$ cat config.mk
export PLATFORM = sky130hd
export DESIGN_NAME = vote_session_controller
export DESIGN_NICKNAME = d
export VERILOG_FILES = /design/src/rtl/vote_session_controller.sv
export SDC_FILE = /design/constraint.sdc
export NUM_CORES = 1
export LEC_CHECK = 0
export ABC_AREA = 0
export CAP_MARGIN = 20
export CORE_ASPECT_RATIO = 1.2
export CORE_MARGIN = 2
export CORE_UTILIZATION = 30
export DETAILED_ROUTE_END_ITERATION = 12
export SLEW_MARGIN = 30
export SYNTH_ARGS = -nofsm -noshare
export SYNTH_HDL_FRONTEND = slang
export SYNTH_SLANG_ARGS = --single-unit
$ cat constraint.sdc
create_clock -name clock -period 5.1 [get_ports clock]
set_clock_uncertainty 0.05 [all_clocks]
set_input_delay 0.51 -clock clock [delete_from_list [all_inputs] [get_ports clock]]
set_output_delay 0.51 -clock clock [all_outputs]
set_load 0.005 [all_outputs]
$ cat src/rtl/vote_session_controller.sv
// vote_session_controller
// Accepts one vote per session from per-candidate vote pulses, keeps saturating
// per-candidate and total tallies, then enforces a fixed lockout and a
// button-release interlock before arming for the next voter. A results mode
// reads tallies out by candidate index.
module vote_session_controller #(
   parameter  int NUM_CANDIDATES = 4,
   parameter  int COUNT_WIDTH    = 8,
   parameter  int LOCKOUT_CYCLES = 100,
   localparam int IDXW           = $clog2(NUM_CANDIDATES)
) (
   input  logic                      clock,
   input  logic                      reset,
   input  logic [NUM_CANDIDATES-1:0] vote_valid,
   input  logic [NUM_CANDIDATES-1:0] pressed_level,
   input  logic                      mode,
   input  logic [IDXW-1:0]           sel,
   output logic [COUNT_WIDTH-1:0]    tally_out,
   output logic [COUNT_WIDTH-1:0]    total_votes,
   output logic                      vote_ack,
   output logic [IDXW-1:0]           vote_cand,
   output logic                      reject,
   output logic                      overflow,
   output logic                      busy
);

   localparam int LCW = (LOCKOUT_CYCLES > 1) ? $clog2(LOCKOUT_CYCLES) : 1;
   localparam logic [LCW-1:0] LOCK_LAST = LCW'(LOCKOUT_CYCLES - 1);

   localparam logic [2:0] S_ARMED   = 3'd0;
   localparam logic [2:0] S_RECORD  = 3'd1;
   localparam logic [2:0] S_REJECT  = 3'd2;
   localparam logic [2:0] S_LOCKOUT = 3'd3;
   localparam logic [2:0] S_RELEASE = 3'd4;
   localparam logic [2:0] S_RESULTS = 3'd5;

   logic [2:0]             state_q, state_d;
   logic [IDXW-1:0]        idx_q, idx_d;
   logic [LCW-1:0]         lock_q, lock_d;
   logic [COUNT_WIDTH-1:0] tally_q [NUM_CANDIDATES];
   logic [COUNT_WIDTH-1:0] tally_d [NUM_CANDIDATES];
   logic [COUNT_WIDTH-1:0] total_q, total_d;
   logic                   ovf_q, ovf_d;
   logic [COUNT_WIDTH-1:0] tally_out_q, rd_val;
   logic [1:0]             hit_cnt;
   logic [IDXW-1:0]        hit_idx;

   // Classify the vote request bits: none, exactly one (with its index), or several.
   always_comb begin
      hit_cnt = '0;
      hit_idx = '0;
      for (int unsigned i = 0; i < NUM_CANDIDATES; i++) begin
         if (vote_valid[i]) begin
            if (hit_cnt != 2'd2) hit_cnt = hit_cnt + 2'd1;
            hit_idx = IDXW'(i);
         end
      end
   end

   // Session sequencing; results mode wins over a same-cycle vote in ARMED.
   always_comb begin
      state_d = state_q;
      idx_d   = idx_q;
      lock_d  = lock_q;
      case (state_q)
         S_ARMED: begin
            if (mode) begin
               state_d = S_RESULTS;
            end else if (hit_cnt == 2'd1) begin
               idx_d   = hit_idx;
               state_d = S_RECORD;
            end else if (hit_cnt == 2'd2) begin
               state_d = S_REJECT;
            end
         end
         S_RECORD: begin
            lock_d  = '0;
            state_d = S_LOCKOUT;
         end
         S_REJECT:  state_d = S_RELEASE;
         S_LOCKOUT: begin
            if (lock_q == LOCK_LAST) state_d = S_RELEASE;
            else                     lock_d  = lock_q + 1'b1;
         end
         S_RELEASE: if (pressed_level == '0) state_d = S_RELEASE == S_RELEASE ? S_ARMED : S_ARMED;
         S_RESULTS: if (!mode) state_d = S_RELEASE;
         default:   state_d = S_ARMED;
      endcase
   end

   // Saturating tally and total update, applied on the edge that leaves RECORD so
   // a reset during RECORD discards the vote in flight.
   always_comb begin
      for (int unsigned i = 0; i < NUM_CANDIDATES; i++) tally_d[i] = tally_q[i];
      total_d = total_q;
      ovf_d   = ovf_q;
      if (state_q == S_RECORD) begin
         for (int unsigned i = 0; i < NUM_CANDIDATES; i++) begin
            if (idx_q == IDXW'(i)) begin
               if (tally_q[i] == '1) ovf_d      = 1'b1;
               else                  tally_d[i] = tally_q[i] + 1'b1;
            end
         end
         if (total_q == '1) ovf_d   = 1'b1;
         else               total_d = total_q + 1'b1;
      end
   end

   // Readout mux; reads the next-state tallies so the cycle after RECORD already
   // shows the updated count. Out-of-range indices read as zero.
   always_comb begin
      rd_val = '0;
      for (int unsigned i = 0; i < NUM_CANDIDATES; i++) begin
         if (sel == IDXW'(i)) rd_val = tally_d[i];
      end
   end

   // State, counters and readout registers.
   always_ff @(posedge clock) begin
      if (reset) begin
         state_q     <= S_ARMED;
         idx_q       <= '0;
         lock_q      <= '0;
         tally_q     <= '{default: '0};
         total_q     <= '0;
         ovf_q       <= 1'b0;
         tally_out_q <= '0;
      end else begin
         state_q     <= state_d;
         idx_q       <= idx_d;
         lock_q      <= lock_d;
         tally_q     <= tally_d;
         total_q     <= total_d;
         ovf_q       <= ovf_d;
         tally_out_q <= rd_val;
      end
   end

   assign tally_out   = tally_out_q;
   assign total_votes = total_q;
   assign overflow    = ovf_q;
   assign vote_cand   = idx_q;
   assign vote_ack    = (state_q == S_RECORD);
   assign reject      = (state_q == S_REJECT);
   assign busy        = (state_q != S_ARMED);

endmodule

==> flow_summary.toml, run 1 <==
[outcome]
outcome = "completed"

[global_route]
grt_pass1_vias = 2874
grt_max_degree = 44
antenna_found_initial = 0
grt_overflow = 0
grt_usage_pct = 14.1
grt_pass1_wl_mm = 13.8

[flow_run]
max_cap_violations = 0

[floorplan]
die_y_um = 121
start_util_pct = 30.8
chipWidth_um = 101
io_pins = 35
die_area_um2 = 12200
rows = 42
core_um2 = 11000

[clock_network]
htree_levels = 3
post-cts-setup-buffers = 0
clock_latency_ns = 0.33
cts_tree = "yes"
cts_repair_resize_count = 0
clk_pin_slew_ns = 0.06
holdBufCountCts = 0
numCtsBuffers = 9
cts_root_buf = "clkbuf_16"
numClockSinks = 61
cts_max_path_buffers = 2

[critical_path]
arrival_ns = 2.02
r2r_slack_ns = 2.56
cp_max_fo = 12
crit_required_ns = 4.54
path_class = "reg2out"
worstSetupEndpointType = "output port"
startpoint_type = "register"

[final_layout]
nets = 451
final_common_cell = "dfxtp_1"
final_cell_mix = "61 x dfxtp_1, 49 x nor2_1, 33 x clkdlybuf4s50_1"
finish.instance_area_um2 = 4150
drive_gt1_share_pct = 8.08
final.fill_count = 1148
antenna_cells = 0
area_growth_pct = 21.9

[sta]
slew_headroom_pct = 38.2
hold_violations = 0
slew_violations = 0
fmax_ghz = 0.388
fin_crit_sh_pct = 50.6
rsz0062_at_grt = "false"
fin_crit_ns = 2.58
hold_ws_ns = 0.468
tns_ns = 0
worstMarginPinSlew_ns = 0.915
setup_violations = 0

[synthesis]
synthesis.nets = 421
syn_avg_cell_area_um2 = 8.55
synth_ff_type = "dfxtp_1"
synth_edf_count = 0
ys_ff_latch = 61
ys_seq_area_share_pct = 35.9
synthCells = 398
async_flop_share_pct = 0
synth_area_um2 = 3400
ys_types = 60
yosys_warnings = 0

[place]
portBuffers = 34
gp_congestion = 0.847
placed_area_um2 = 3830
dp_hpwl_mm = 6.11

[power_and_ir_drop]
max-vdd-ir-drop_mv = 0.164
finalPower_mw = 1.48
power_density_nw_per_um2 = 357
p_leak_nw = 1.43

[detailed_routing]
drt_iter0_markers = 168
ant_nets = 0
num_vias = 3021
dr.pass1.iters = 4
routed_wl_mm = 8.21
drc = 0
wl_per_cell_um = 14.5
vias_per_cell = 5.35

[worst_hold_path]
hp-class = "reg2reg"
[worst paths after layout]
kind / from / cells past startpoint / endpoint
worst max-delay path: state_q[0] / 2 / vote_ack
worst min register to register: lock_q[1] / 2 / lock_q[1]
worst min-delay path: lock_q[1] / 2 / lock_q[1]
worst max register to register: state_q[0] / 5 / tally_out[4]
[power by group]
| group | internal [mW] | switching [mW] |
|---|---|---|
| Combinational | 0.129 | 0.153 |
| Sequential | 0.505 | 0.0517 |
| Clock | 0.424 | 0.216 |
[synthesized netlist by cell type, drive strengths merged (2+ instances only)]
cell type | n | area [µm²]
or3 | 8 | 50.1
nand3b | 3 | 22.5
nor2 | 49 | 184
o2111ai | 3 | 26.3
nor2b | 7 | 43.8
o21ba | 3 | 30.0
clkbuf | 11 | 41.3
nand2b | 10 | 62.6
or2 | 5 | 31.3
a311oi | 3 | 26.3
and4 | 4 | 35.0
a21boi | 3 | 22.5
o22ai | 2 | 12.5
buf | 5 | 36.3
nor4 | 11 | 105
nand2 | 23 | 86.3
and2 | 3 | 18.8
nor3b | 2 | 20.0
o211a | 3 | 30.0
xor2 | 10 | 87.6
a211oi | 3 | 22.5
a31oi | 2 | 12.5
inv | 9 | 33.8
mux2i | 18 | 180
o21ai | 13 | 65.1
nand4 | 12 | 75.1
mux2 | 4 | 45.0
nor3 | 13 | 65.1
and3 | 4 | 25.0
xnor2 | 8 | 70.1
o32ai | 4 | 35.0
ha | 10 | 125
nand3 | 25 | 125
o211ai | 3 | 22.5
and3b | 3 | 26.3
a21oi | 16 | 80.1
o31ai | 2 | 15.0
or4 | 3 | 22.5
o21a | 3 | 22.5
dfxtp | 61 | 1220
[layer usage]
layer | share of wire (%) | vias up | global-route usage (%)
li1 | - | 1538 | -
met1 | 46 | 1411 | 18.0
met2 | 48 | 56 | 22.7
met3 | 2.8 | 16 | 2.54
met4 | 2.8 | 0 | 6.67
met5 | 0 | - | 0
[stage by stage]
step / std cells / setup WS [ns] / utilization, %
2_1_floorplan: 398 / 2.92 / -
3_3_place_gp: 549 / 2.32 / 34.7
3_5_place_dp: 549 / 2.18 / 34.7
4_1_cts: 565 / 2.48 / 37.6
5_1_grt: 565 / 2.37 / 37.6
6_report: 565 / 2.52 / 37.6
[cell type report]
cell class                 count  area, µm²  area share (%)
tap                          132        165            3.98
inverter                      10       37.5           0.905
timing repair buffer          35        343            8.27
clock buffer                   9        225            5.43
multi-input combinational    311       2070            49.8
clock inverter                 7       90.1            2.17
sequential                    61       1220            29.4
[critical path: stages (launching register included)]
cell and delay (ns):
dfxtp_1 0.56, nor3b_2 0.53, clkdlybuf4s50_1 0.60
[kinds of logic (layout without fill, tap and decap cells)]
kind of cell             count (synthesis)  in the layout  synth area share (%)
AND/OR/NAND/NOR                        187            187                  29.9
AO/OA/AOI/OAI                           73             73                  15.2
flip-flops                              61             61                  35.9
buffers and inverters                   26             61                  3.38
multiplexers                            23             23                  7.28
XOR/XNOR                                18             18                  4.63
adder cells (fa/ha/maj)                 10             10                  3.68
[flip-flops by register name (all words and copies together), names as in the netlist]
name / count
lock_q: 7
total_votes: 8
tally_out: 8
vote_cand: 2
state_q: 3
tally_q: 32
overflow: 1
Power figures use the tool's default switching activity.
==> inputs of run 2 (changes only) <==
Clock period 5.1 ns to 2.7 ns, I/O delays scaled along.
==> run 2 against run 1 <==
Net effect: design area is 0.57% higher; global-route usage is 0.58 points higher; die area stayed put; clock power is 67% higher; via count is 0.30% lower; flip-flop and latch count stayed put; hold slack worse by 0.14 ns; sequential power is 83% higher; non-clock buffer count is 8 higher; register-to-register slack worse by 2.2 ns.
==> flow_summary.toml, run 2 (synthesized netlist as in run 1, its figures left out) <==
[outcome]
outcome = "completed"

[critical_path]
startpoint_type = "register"
crit_required_ns = 2.91
cp_slowest_cell = "or3b_1"
worstSetupEndpointType = "register"
cp_max_fo = 10
cp_top_family = "simple AND/OR/NAND/NOR gates"
cp_num_buf_inv = 0
crit_top_cell = "or4_1"
arrival_ns = 2.57
crit_chain = "or3b_1 -> or4_1 -> mux2i_1 -> or4_1 -> nand4_1"
path_class = "reg2reg"
max_stage_delay_ns = 0.61

[detailed_routing]
drt_iter0_markers = 172
met1_length_mm = 3.79
highest_layer = "met4"
dr_wl_met3_um = 290
dr.pass1.iters = 4
drc = 0
met2_length_mm = 4.06
num_vias = 3012
routed_wl_mm = 8.27
ant_nets = 0
vias_per_cell = 5.27
wl_per_cell_um = 14.5

[global_route]
grt_overflow = 0
grt_pass1_vias = 2870
grt_usage_pct = 14.7
grt_pass1_wl_mm = 14.1
grt_max_degree = 28
antenna_found_initial = 0

[final_layout]
final.fill_count = 1174
finish.instance_area_um2 = 4170
area_growth_pct = 22.6
largest_reg_flops = 32
nets = 459
final_common_cell = "dfxtp_1"
regMostFlops = "tally_q"
drive_gt1_share_pct = 9.09
antenna_cells = 0
final_cell_mix = "61 x dfxtp_1, 49 x nor2_1, 33 x clkdlybuf4s50_1"

[clock_network]
post-cts-setup-buffers = 0
holdBufCountCts = 0
cts_root_buf = "clkbuf_16"
cts_repair_resize_count = 0
htree_levels = 3
numClockSinks = 61
clock_latency_ns = 0.32
clk_pin_slew_ns = 0.05
cts_tree = "yes"
cts_max_path_buffers = 2
numCtsBuffers = 9

[floorplan]
io_pins = 35
core_um2 = 11000
die_area_um2 = 12200
chipWidth_um = 101
start_util_pct = 30.8
rows = 42
die_y_um = 121

[flow_run]
max_cap_violations = 0

[sta]
tns_ns = 0
worstMarginPinSlew_ns = 0.892
fin_crit_ns = 2.35
fmax_ghz = 0.425
hold_violations = 0
rsz0062_at_grt = "false"
setup_violations = 0
slew_violations = 0
slew_headroom_pct = 39.8
fin_crit_sh_pct = 87.1

[place]
portBuffers = 34
placed_area_um2 = 3890
gp_congestion = 0.846
dp_hpwl_mm = 6.27

[power_and_ir_drop]
power_density_nw_per_um2 = 644
max-vdd-ir-drop_mv = 0.332
p_leak_nw = 1.45

[worst_hold_path]
hp-class = "in2reg"
-- run 2: power breakdown --
group          switching (mW)  internal (mW)  total, mW
registers              0.0644          0.955       1.02
logic                   0.325          0.276      0.601
clock network           0.377          0.689       1.07
total                   0.767           1.92       2.69
-- run 2: layout make-up --
cell class / count / area [µm²] / share of cell area (%)
clock inverter: 1 / 5.00 / 0.120
sequential: 61 / 1220 / 29.3
inverter: 10 / 37.5 / 0.900
clock buffer: 14 / 274 / 6.57
timing repair buffer: 43 / 403 / 9.66
tap: 132 / 165 / 3.96
multi-input combinational: 311 / 2070 / 49.5
-- run 2: worst paths after layout --
path | start | endpoint | slack, ns | cells past startpoint
min reg2reg | lock_q[1] | lock_q[1] | 0.47 | 2
max reg2reg | vote_cand[0] | tally_out[4] | 0.35 | 5
max | vote_cand[0] | tally_out[4] | 0.35 | 5
min | reset | tally_out[6] | 0.33 | 2
-- run 2: through the flow --
| step | hold WS, ns | power [mW] | instances | util (%) | worst slack (ns) |
|---|---|---|---|---|---|
| detailed placement | 0.457 | 1.64 | 557 | 35.3 | 0.0811 |
| finish | 0.327 | 2.69 | 572 | 37.8 | 0.348 |
| global route | 0.351 | 2.85 | 572 | 37.8 | 0.146 |
| floorplan | 0.423 | 1.41 | 398 | - | 0.519 |
| global placement | 0.456 | 1.64 | 557 | 35.3 | 0.159 |
| CTS | 0.317 | 2.72 | 572 | 37.8 | 0.338 |
-- run 2: metal layers --
metal	global-route usage, %	vias to the layer above
met5	0	-
met3	3.58	9
li1	-	1551
met1	18.9	1404
met4	4.22	0
met2	24.2	48
-- run 2: worst register-to-register path, cell delays in order, from the launching register on --
cell and delay [ns]:
dfxtp_1 0.39, or3b_1 0.61, or4_1 0.56, mux2i_1 0.18, or4_1 0.41, nand4_1 0.10
==> inputs of run 3 (changes only) <==
Clock period 2.7 ns to 3 ns, I/O delays scaled along.
==> run 3 against run 2 <==
Net effect: critical endpoint unchanged; total power is 4.3% lower; fmax is 4.9% lower; sequential share of layout area is 0.23 points lower; flip-flop and latch count stayed put.
==> flow_summary.toml, run 3 (synthesized netlist as in run 1, its figures left out) <==
[place]
dp_hpwl_mm = 6.28
portBuffers = 34
placed_area_um2 = 3870
gp_congestion = 0.836

[sta]
worstMarginPinSlew_ns = 0.631
rsz0062_at_grt = "false"
slew_violations = 0
slew_headroom_pct = 57.8
fin_crit_ns = 2.47
setup_violations = 0
fin_crit_sh_pct = 82.4
hold_violations = 0
tns_ns = 0
fmax_ghz = 0.404

[detailed_routing]
ant_nets = 0
routed_wl_mm = 8.49
wl_per_cell_um = 14.9
vias_per_cell = 5.32
drc = 0
drt_iter0_markers = 165
dr.pass1.iters = 5
num_vias = 3030

[outcome]
outcome = "completed"

[clock_network]
htree_levels = 3
numCtsBuffers = 9
cts_repair_resize_count = 0
holdBufCountCts = 0
clk_pin_slew_ns = 0.05
clock_latency_ns = 0.33
post-cts-setup-buffers = 0
cts_max_path_buffers = 2
cts_root_buf = "clkbuf_16"
numClockSinks = 61
cts_tree = "yes"

[floorplan]
rows = 42
core_um2 = 11000
chipWidth_um = 101
die_area_um2 = 12200
die_y_um = 121
start_util_pct = 30.8
io_pins = 35

[critical_path]
crit_top_cell = "or4_1"
path_class = "reg2reg"
cp_top_family = "simple AND/OR/NAND/NOR gates"
arrival_ns = 2.69
max_stage_delay_ns = 0.61
crit_chain = "or3b_1 -> or4_1 -> mux2i_1 -> or4_1 -> nand4_1"
worstSetupEndpointType = "register"
cp_num_buf_inv = 0
cp_max_fo = 12
startpoint_type = "register"
crit_required_ns = 3.22
cp_slowest_cell = "or3b_1"

[flow_run]
max_cap_violations = 0

[global_route]
grt_overflow = 0
antenna_found_initial = 0
grt_max_degree = 31
grt_pass1_vias = 2992
grt_usage_pct = 14.6
grt_pass1_wl_mm = 14.0

[final_layout]
finish.instance_area_um2 = 4200
final_cell_mix = "61 x dfxtp_1, 49 x nor2_1, 33 x clkdlybuf4s50_1"
antenna_cells = 0
final_common_cell = "dfxtp_1"
area_growth_pct = 23.6
largest_reg_flops = 32
regMostFlops = "tally_q"
drive_gt1_share_pct = 9.13
post-route-util_pct = 38.1
nets = 456

[power_and_ir_drop]
p_leak_nw = 1.47
power_density_nw_per_um2 = 612
max-vdd-ir-drop_mv = 0.312

[worst_hold_path]
hp-class = "in2reg"
-- run 3: changes by cell type in the layout (fill, tap and decap cells not counted) --
| cell | change |
|---|---|
| buf_4 | -3 |
| clkbuf_1 | -1 |
| bufinv_16 | +2 |
| clkinv_2 | +1 |
| o41ai_2 | +1 |
| clkbuf_8 | -1 |
| o41ai_1 | -1 |
-- run 3: final cells by class --
| class | instances | area, µm² |
|---|---|---|
| Clock buffer | 12 | 256 |
| Sequential cell | 61 | 1220 |
| Timing Repair Buffer | 40 | 380 |
| Fill cell | 1134 | 6830 |
| Multi-Input combinational cell | 311 | 2070 |
| Inverter | 10 | 37.5 |
| Tap cell | 132 | 165 |
| Clock inverter | 4 | 70.1 |
-- run 3: final timing paths --
| kind | start | to | slack, ns | depth (start not counted) |
|---|---|---|---|---|
| max reg2reg | state_q[0] | tally_out[4] | 0.53 | 5 |
| max | state_q[0] | tally_out[4] | 0.53 | 5 |
| min reg2reg | lock_q[1] | lock_q[1] | 0.47 | 2 |
| min | reset | tally_q[14] | 0.37 | 2 |
-- run 3: metrics by stage --
step	hold WS [ns]	total power, mW	setup WS, ns	cells
floorplan	0.430	1.27	0.819	398
global placement	0.458	1.45	0.442	554
detailed placement	0.463	1.46	0.314	554
CTS	0.377	2.59	0.540	570
global route	0.416	2.70	0.391	570
finish	0.374	2.57	0.527	570
-- run 3: report_power, final --
| group | internal (mW) | switching (mW) | total, mW | leakage (nW) |
|---|---|---|---|---|
| clock | 0.769 | 0.358 | 1.13 | 0.163 |
| sequential | 0.859 | 0.0767 | 0.936 | 0.493 |
| combinational | 0.235 | 0.274 | 0.509 | 0.812 |
| total | 1.86 | 0.709 | 2.57 | 1.47 |
-- run 3: routing by layer --
metal / share of wire [%] / vias up / GRT usage, % / routed length [µm]
li1: - / 1538 / - / -
met1: 46 / 1418 / 17.9 / 3880
met2: 48 / 57 / 23.4 / 4050
met3: 3.5 / 17 / 3.35 / 300
met4: 3.1 / 0 / 8.02 / 261
met5: 0 / - / 0 / 0
==> variant 1, RTL diff (settings of run 3) <==
Change the parameter `LOCKOUT_CYCLES` from 100 to 200.
--- a/src/rtl/vote_session_controller.sv
+++ b/src/rtl/vote_session_controller.sv
@@ -7,5 +7,5 @@
    parameter  int NUM_CANDIDATES = 4,
    parameter  int COUNT_WIDTH    = 8,
-   parameter  int LOCKOUT_CYCLES = 100,
+   parameter  int LOCKOUT_CYCLES = 200,
    localparam int IDXW           = $clog2(NUM_CANDIDATES)
 ) (
Check against the original RTL: no difference found for any inputs over 10 cycles, from zero or initial values and one cycle with reset high; that may be too few to reach the edited logic, so the function may still have changed.
==> variant 1 against run 3 <==
Total power down 1.4%. Combinational power down 7.1%. Sequential cell count up 1. Wire length up 1.7%. Fmax up 2.6%. Non-clock buffer count up 1. Core utilization down 0.43 points. Cell area up 2.2%. Setup slack better by 0.063 ns. Sequential share of layout area down 0.16 points. Global-route usage up 0.17 points. Synthesized area up 1.9%. Critical endpoint unchanged.
==> variant 1: results (changes against run 3) <==
Outcome
  – Status: complete, no violations (unchanged)

Clock network
  – Root Driver: clkbuf_16 (unchanged)
  – Cts repair resizes: 0 (unchanged)
  – Clock Pin Slew Worst Setup and Hold Paths: 0.05 ns (about the same)
  – Worst skew pair latency: 0.33 ns (about the same)

Route
  – Routed WL: 8636 microns (was 8492 microns)
  – Initial DRC count: 153 (was 165)
  – Via density: 5.258 (was 5.316)
  – DR pass1 iterations: 4 (was 5)

Critical path
  – Arrival time worst endpoint: 2.58 ns (was 2.69 ns)
  – CP max-delay cell: dfxtp_1 (was or3b_1)
  – Max stage delay on crit path: 0.63 ns (was 0.61 ns)
  – Reg2reg start: state_q[0]$_SDFFE_PP0P_ (unchanged)
  – FF-to-FF setup slack: 0.59 ns (was 0.53 ns)
  – Crit-path max FO: 17 (was 12)

Synthesis
  – Syn Nets: 439 (was 421)
  – Commonest cells post-synth: 62 x dfxtp_1, 51 x nor2_1, 26 x nand2_1 (was 61 x dfxtp_1, 49 x nor2_1, 25 x nand3_1)
  – Synth Area in Adders: 0.03610 (was 0.03678)
  – Synth unique cells: 66 (was 60)
  – Asr flop ratio synth: 0 (unchanged)
  – XOR/XNOR share of the synthesized area: 0.05054 (was 0.04634)
  – Synth top area cells: dfxtp_1 36%, nor2_1 5.5%, mux2i_1 3.8% (was dfxtp_1 36%, nor2_1 5.4%, mux2i_1 5.3%)
  – Sequential area share after synthesis: 0.3581 (was 0.3590)
  – Post-synthesis mux area share: 0.03755 (was 0.07282)
  – EDFF count, synth: 0 (unchanged)
  – Post-synthesis compound-gate area fraction: 0.1783 (was 0.1523)

Place
  – DP HPWL: 6282 microns (was 6276 microns)
  – Dpl ws: 0.4025 ns (was 0.3145 ns)
  – Placer Congestion: 0.8913 (was 0.8357)

Min path
  – Hold Crit Class: in -> reg (unchanged)
  – Min-Delay Endpoint: tally_q[8]$_SDFF_PP0_ (was tally_q[14]$_SDFF_PP0_)
  – Hold path cells: 2 (unchanged)

Cells and area
  – Largest Register: tally_q (unchanged)
  – Nets: 473 (was 456)
  – Share of cells above drive strength 1: 0.08571 (was 0.09132)
  – Ant. Diodes: 0 (unchanged)
  – Fillcell total: 1220 (was 1134)

Global route
  – Global-route wire length before repair: 14360 microns (was 14010 microns)
  – Number of global-route vias before repair: 3080 (was 2992)
  – All-Layer GR Usage: 0.1479 (was 0.1462)
  – Largest net degree at the start of global routing: 32 (was 31)

Timing
  – Slew @ Worst Pin: 0.6963 ns (was 0.6310 ns)

Power and ir drop
  – Leakage power: 1.538 nW (was 1.468 nW)
  – Max VDD drop: 0.3004 mV (was 0.3122 mV)
==> variant 1: power by group <==
group / leakage, nW / internal, mW / switching, mW
logic: 0.882 / 0.221 / 0.253
clock network: 0.154 / 0.745 / 0.366
registers: 0.502 / 0.865 / 0.0850
total: 1.54 / 1.83 / 0.704
==> variant 1: metrics by stage <==
stage / cell area [sq um] / utilization / cells / hold slack, ns
CTS: 4297 / 0.3767 / 612 / 0.3308
finish: 4297 / 0.3767 / 612 / 0.3366
global route: 4297 / 0.3767 / 612 / 0.3552
detailed placement: 3973 / 0.3483 / 596 / 0.4671
global placement: 3973 / 0.3483 / 596 / 0.4530
floorplan: 3466 / - / 416 / 0.4245
==> variant 1: worst max-delay path by stage <==
| stage | from | end | slack, ns | cells after the start |
|---|---|---|---|---|
| floorplan | lock_q[0]$_SDFFE_PP0P_ | lock_q[5]$_SDFFE_PP0P_ | 1.08 | 6 |
| global placement | vote_valid[1] | vote_cand[1]$_SDFFE_PP0P_ | 0.50 | 9 |
| detailed placement | vote_valid[1] | vote_cand[1]$_SDFFE_PP0P_ | 0.40 | 9 |
| CTS | state_q[0]$_SDFFE_PP0P_ | tally_out[4]$_SDFF_PP0_ | 0.61 | 5 |
| global route | state_q[0]$_SDFFE_PP0P_ | tally_out[4]$_SDFF_PP0_ | 0.45 | 5 |
| finish | state_q[0]$_SDFFE_PP0P_ | tally_out[4]$_SDFF_PP0_ | 0.59 | 5 |
==> variant 1: cell families (layout without fill, tap and decap cells) <==
family	Yosys count	after routing
fa+ha+maj	10	10
simple gates	197	197
compound gates	82	82
mux	13	13
xor+xnor	20	20
flops	62	62
buf+inv	32	71
==> variant 1: area by class of cell <==
cell class                 instances  area share
clock buffer                      10     0.05562
clock inverter                     6     0.01980
inverter                          14     0.01223
multi-input combinational        322      0.4875
sequential                        62      0.2889
tap                              157     0.04572
timing repair buffer              41     0.09027
==> variant 1: metal layers <==
metal / track usage / vias up / share of wire
met1: 0.1660 / 1504 / 0.44
met3: 0.03385 / 20 / 0.039
met4: 0.07750 / 0 / 0.029
li1: - / 1618 / -
met2: 0.2574 / 76 / 0.50
met5: 0 / - / 0
==> variant 1: critical path: cells and delay by family, from the launching register on <==
family / cells / cell delay, ns
and+or+nand+nor: 2 / 0.76
AOI/OAI and AO/OA: 2 / 0.68
DFF: 1 / 0.63
xor gates and xnor gates: 1 / 0.17
==> variant 2, RTL diff (config.mk and constraints of run 3) <==
Made on the original files. Reset style: asynchronous (`reset`), changed in one clocked block.
--- a/src/rtl/vote_session_controller.sv
+++ b/src/rtl/vote_session_controller.sv
@@ -117,5 +117,5 @@
 
    // State, counters and readout registers.
-   always_ff @(posedge clock) begin
+   always_ff @(posedge clock or posedge reset) begin
       if (reset) begin
          state_q     <= S_ARMED;
Function: differs if reset is asserted again (counterexample within 4 cycles, from zero or initial values and one cycle with reset high); with reset held inactive, the same outputs for 10 cycles.
==> variant 2 against run 3 <==
Critical path depth stayed put. Setup slack worse by 0.12 ns. Synthesized area shrank 1.8%. Non-clock buffer count is the same. Sequential cell count did not move. Count of clock-buffer cells in the layout is 1 higher. Die area decreased by 1.7%. First-iteration DRC count down 7.3%. Cell area about the same. Wire length fell by 4.9%. Critical path type unchanged. Highest routed layer unchanged.
Power is not compared: it rests on default switching activity, and its combinational part moved more than twofold at a synthesized area within 25%.
==> variant 2: results (changes against run 3) <==
Outcome
  – Status: complete, no violations (unchanged)

Synthesis
  – Synth unique cells: 50 (was 60)
  – Top_reg_cell synth: dfrtp_1 (was dfxtp_1)
  – Synth Area in Adders: 0.03744 (was 0.03678)
  – Post-synthesis compound-gate area fraction: 0.1396 (was 0.1523)
  – XOR/XNOR share of the synthesized area: 0.03669 (was 0.04634)
  – Post-Syn Area: 3342 sq um (was 3402 sq um)
  – Commonest cells post-synth: 61 x dfrtp_1, 33 x nand2_1, 22 x o21ai_0 (was 61 x dfxtp_1, 49 x nor2_1, 25 x nand3_1)
  – Post-synthesis mux area share: 0.07638 (was 0.07282)
  – Synth top area cells: dfrtp_1 46%, mux2_2 6.1%, ha_1 3.7% (was dfxtp_1 36%, nor2_1 5.4%, mux2i_1 5.3%)

Global route
  – All-Layer GR Usage: 0.1434 (was 0.1462)
  – Global-route wire length before repair: 13500 microns (was 14010 microns)
  – Largest net degree at the start of global routing: 33 (was 31)

Route
  – Wire length per cell: 15.55 microns (was 14.90 microns)
  – DR pass1 iterations: 4 (was 5)

Critical path
  – CP max-delay cell: or4b_1 (was or3b_1)
  – Crit-path max FO: 13 (was 12)

Min path
  – Hold Crit Class: in -> async (was in -> reg)

Place
  – Placed cell area: 3872 sq um (was 3870 sq um)
  – DP HPWL: 5909 microns (was 6276 microns)
  – Dpl ws: 0.2846 ns (was 0.3145 ns)

Cells and area
  – Share of cells above drive strength 1: 0.1163 (was 0.09132)
  – Fillcell total: 1082 (was 1134)
  – Nets: 405 (was 456)

Die
  – Area of the die: 12000 sq um (was 12210 sq um)

Timing
  – Slew @ Worst Pin: 0.6454 ns (was 0.6310 ns)
[variant 2: per-layer routing]
metal | global-route usage | routed length [microns] | share of wire
met1 | 0.1836 | 3645 | 0.45
met2 | 0.2311 | 3939 | 0.49
met3 | 0.03611 | 329 | 0.041
met4 | 0.05651 | 157 | 0.019
met5 | 0 | 0 | 0
[variant 2: worst max-delay path, delay by kind of cell, from the launching register on]
family	cells	cell delay, ns
flops	1	0.50
mux	1	0.37
simple gates	4	1.53
[variant 2: layout make-up]
class | instances | area (sq um) | share of cell area
clock buffers | 13 | 260.3 | 0.06196
clock inverters | 3 | 67.56 | 0.01609
inverters | 18 | 67.56 | 0.01609
multi-input cells | 252 | 1715 | 0.4084
flip-flops and latches | 61 | 1526 | 0.3634
well taps | 132 | 165.2 | 0.03932
repair buffers | 40 | 397.9 | 0.09473
[variant 2: through the flow]
step,cells,hold slack [ns]
floorplan,339,0.3888
global placement,503,0.4049
detailed placement,503,0.3975
CTS,519,0.3547
global route,519,0.3945
finish,519,0.3345
[variant 2: final timing paths]
check                                  startpoint                     end  slack [ns]  cells past startpoint
setup / recovery           state_q[2]$_DFFE_PP0P_  tally_out[5]$_DFF_PP0_        0.41                      5
hold / removal                              reset    tally_q[6]$_DFF_PP0_        0.33                      2
setup reg to reg           state_q[2]$_DFFE_PP0P_  tally_out[5]$_DFF_PP0_        0.41                      5
hold reg to reg              overflow$_DFFE_PP0P_    overflow$_DFFE_PP0P_        0.41                      1
max in group asynchronous                   reset   lock_q[4]$_DFFE_PP0P_        1.97                      3
min in group clock           overflow$_DFFE_PP0P_    overflow$_DFFE_PP0P_        0.41                      1
[variant 2: where the power goes]
part	internal (mW)	switching (mW)	total, mW
Sequential	0.826	0.00410	0.831
Combinational	0.0352	0.0503	0.0855
Clock	0.773	0.368	1.14
Total	1.63	0.422	2.06
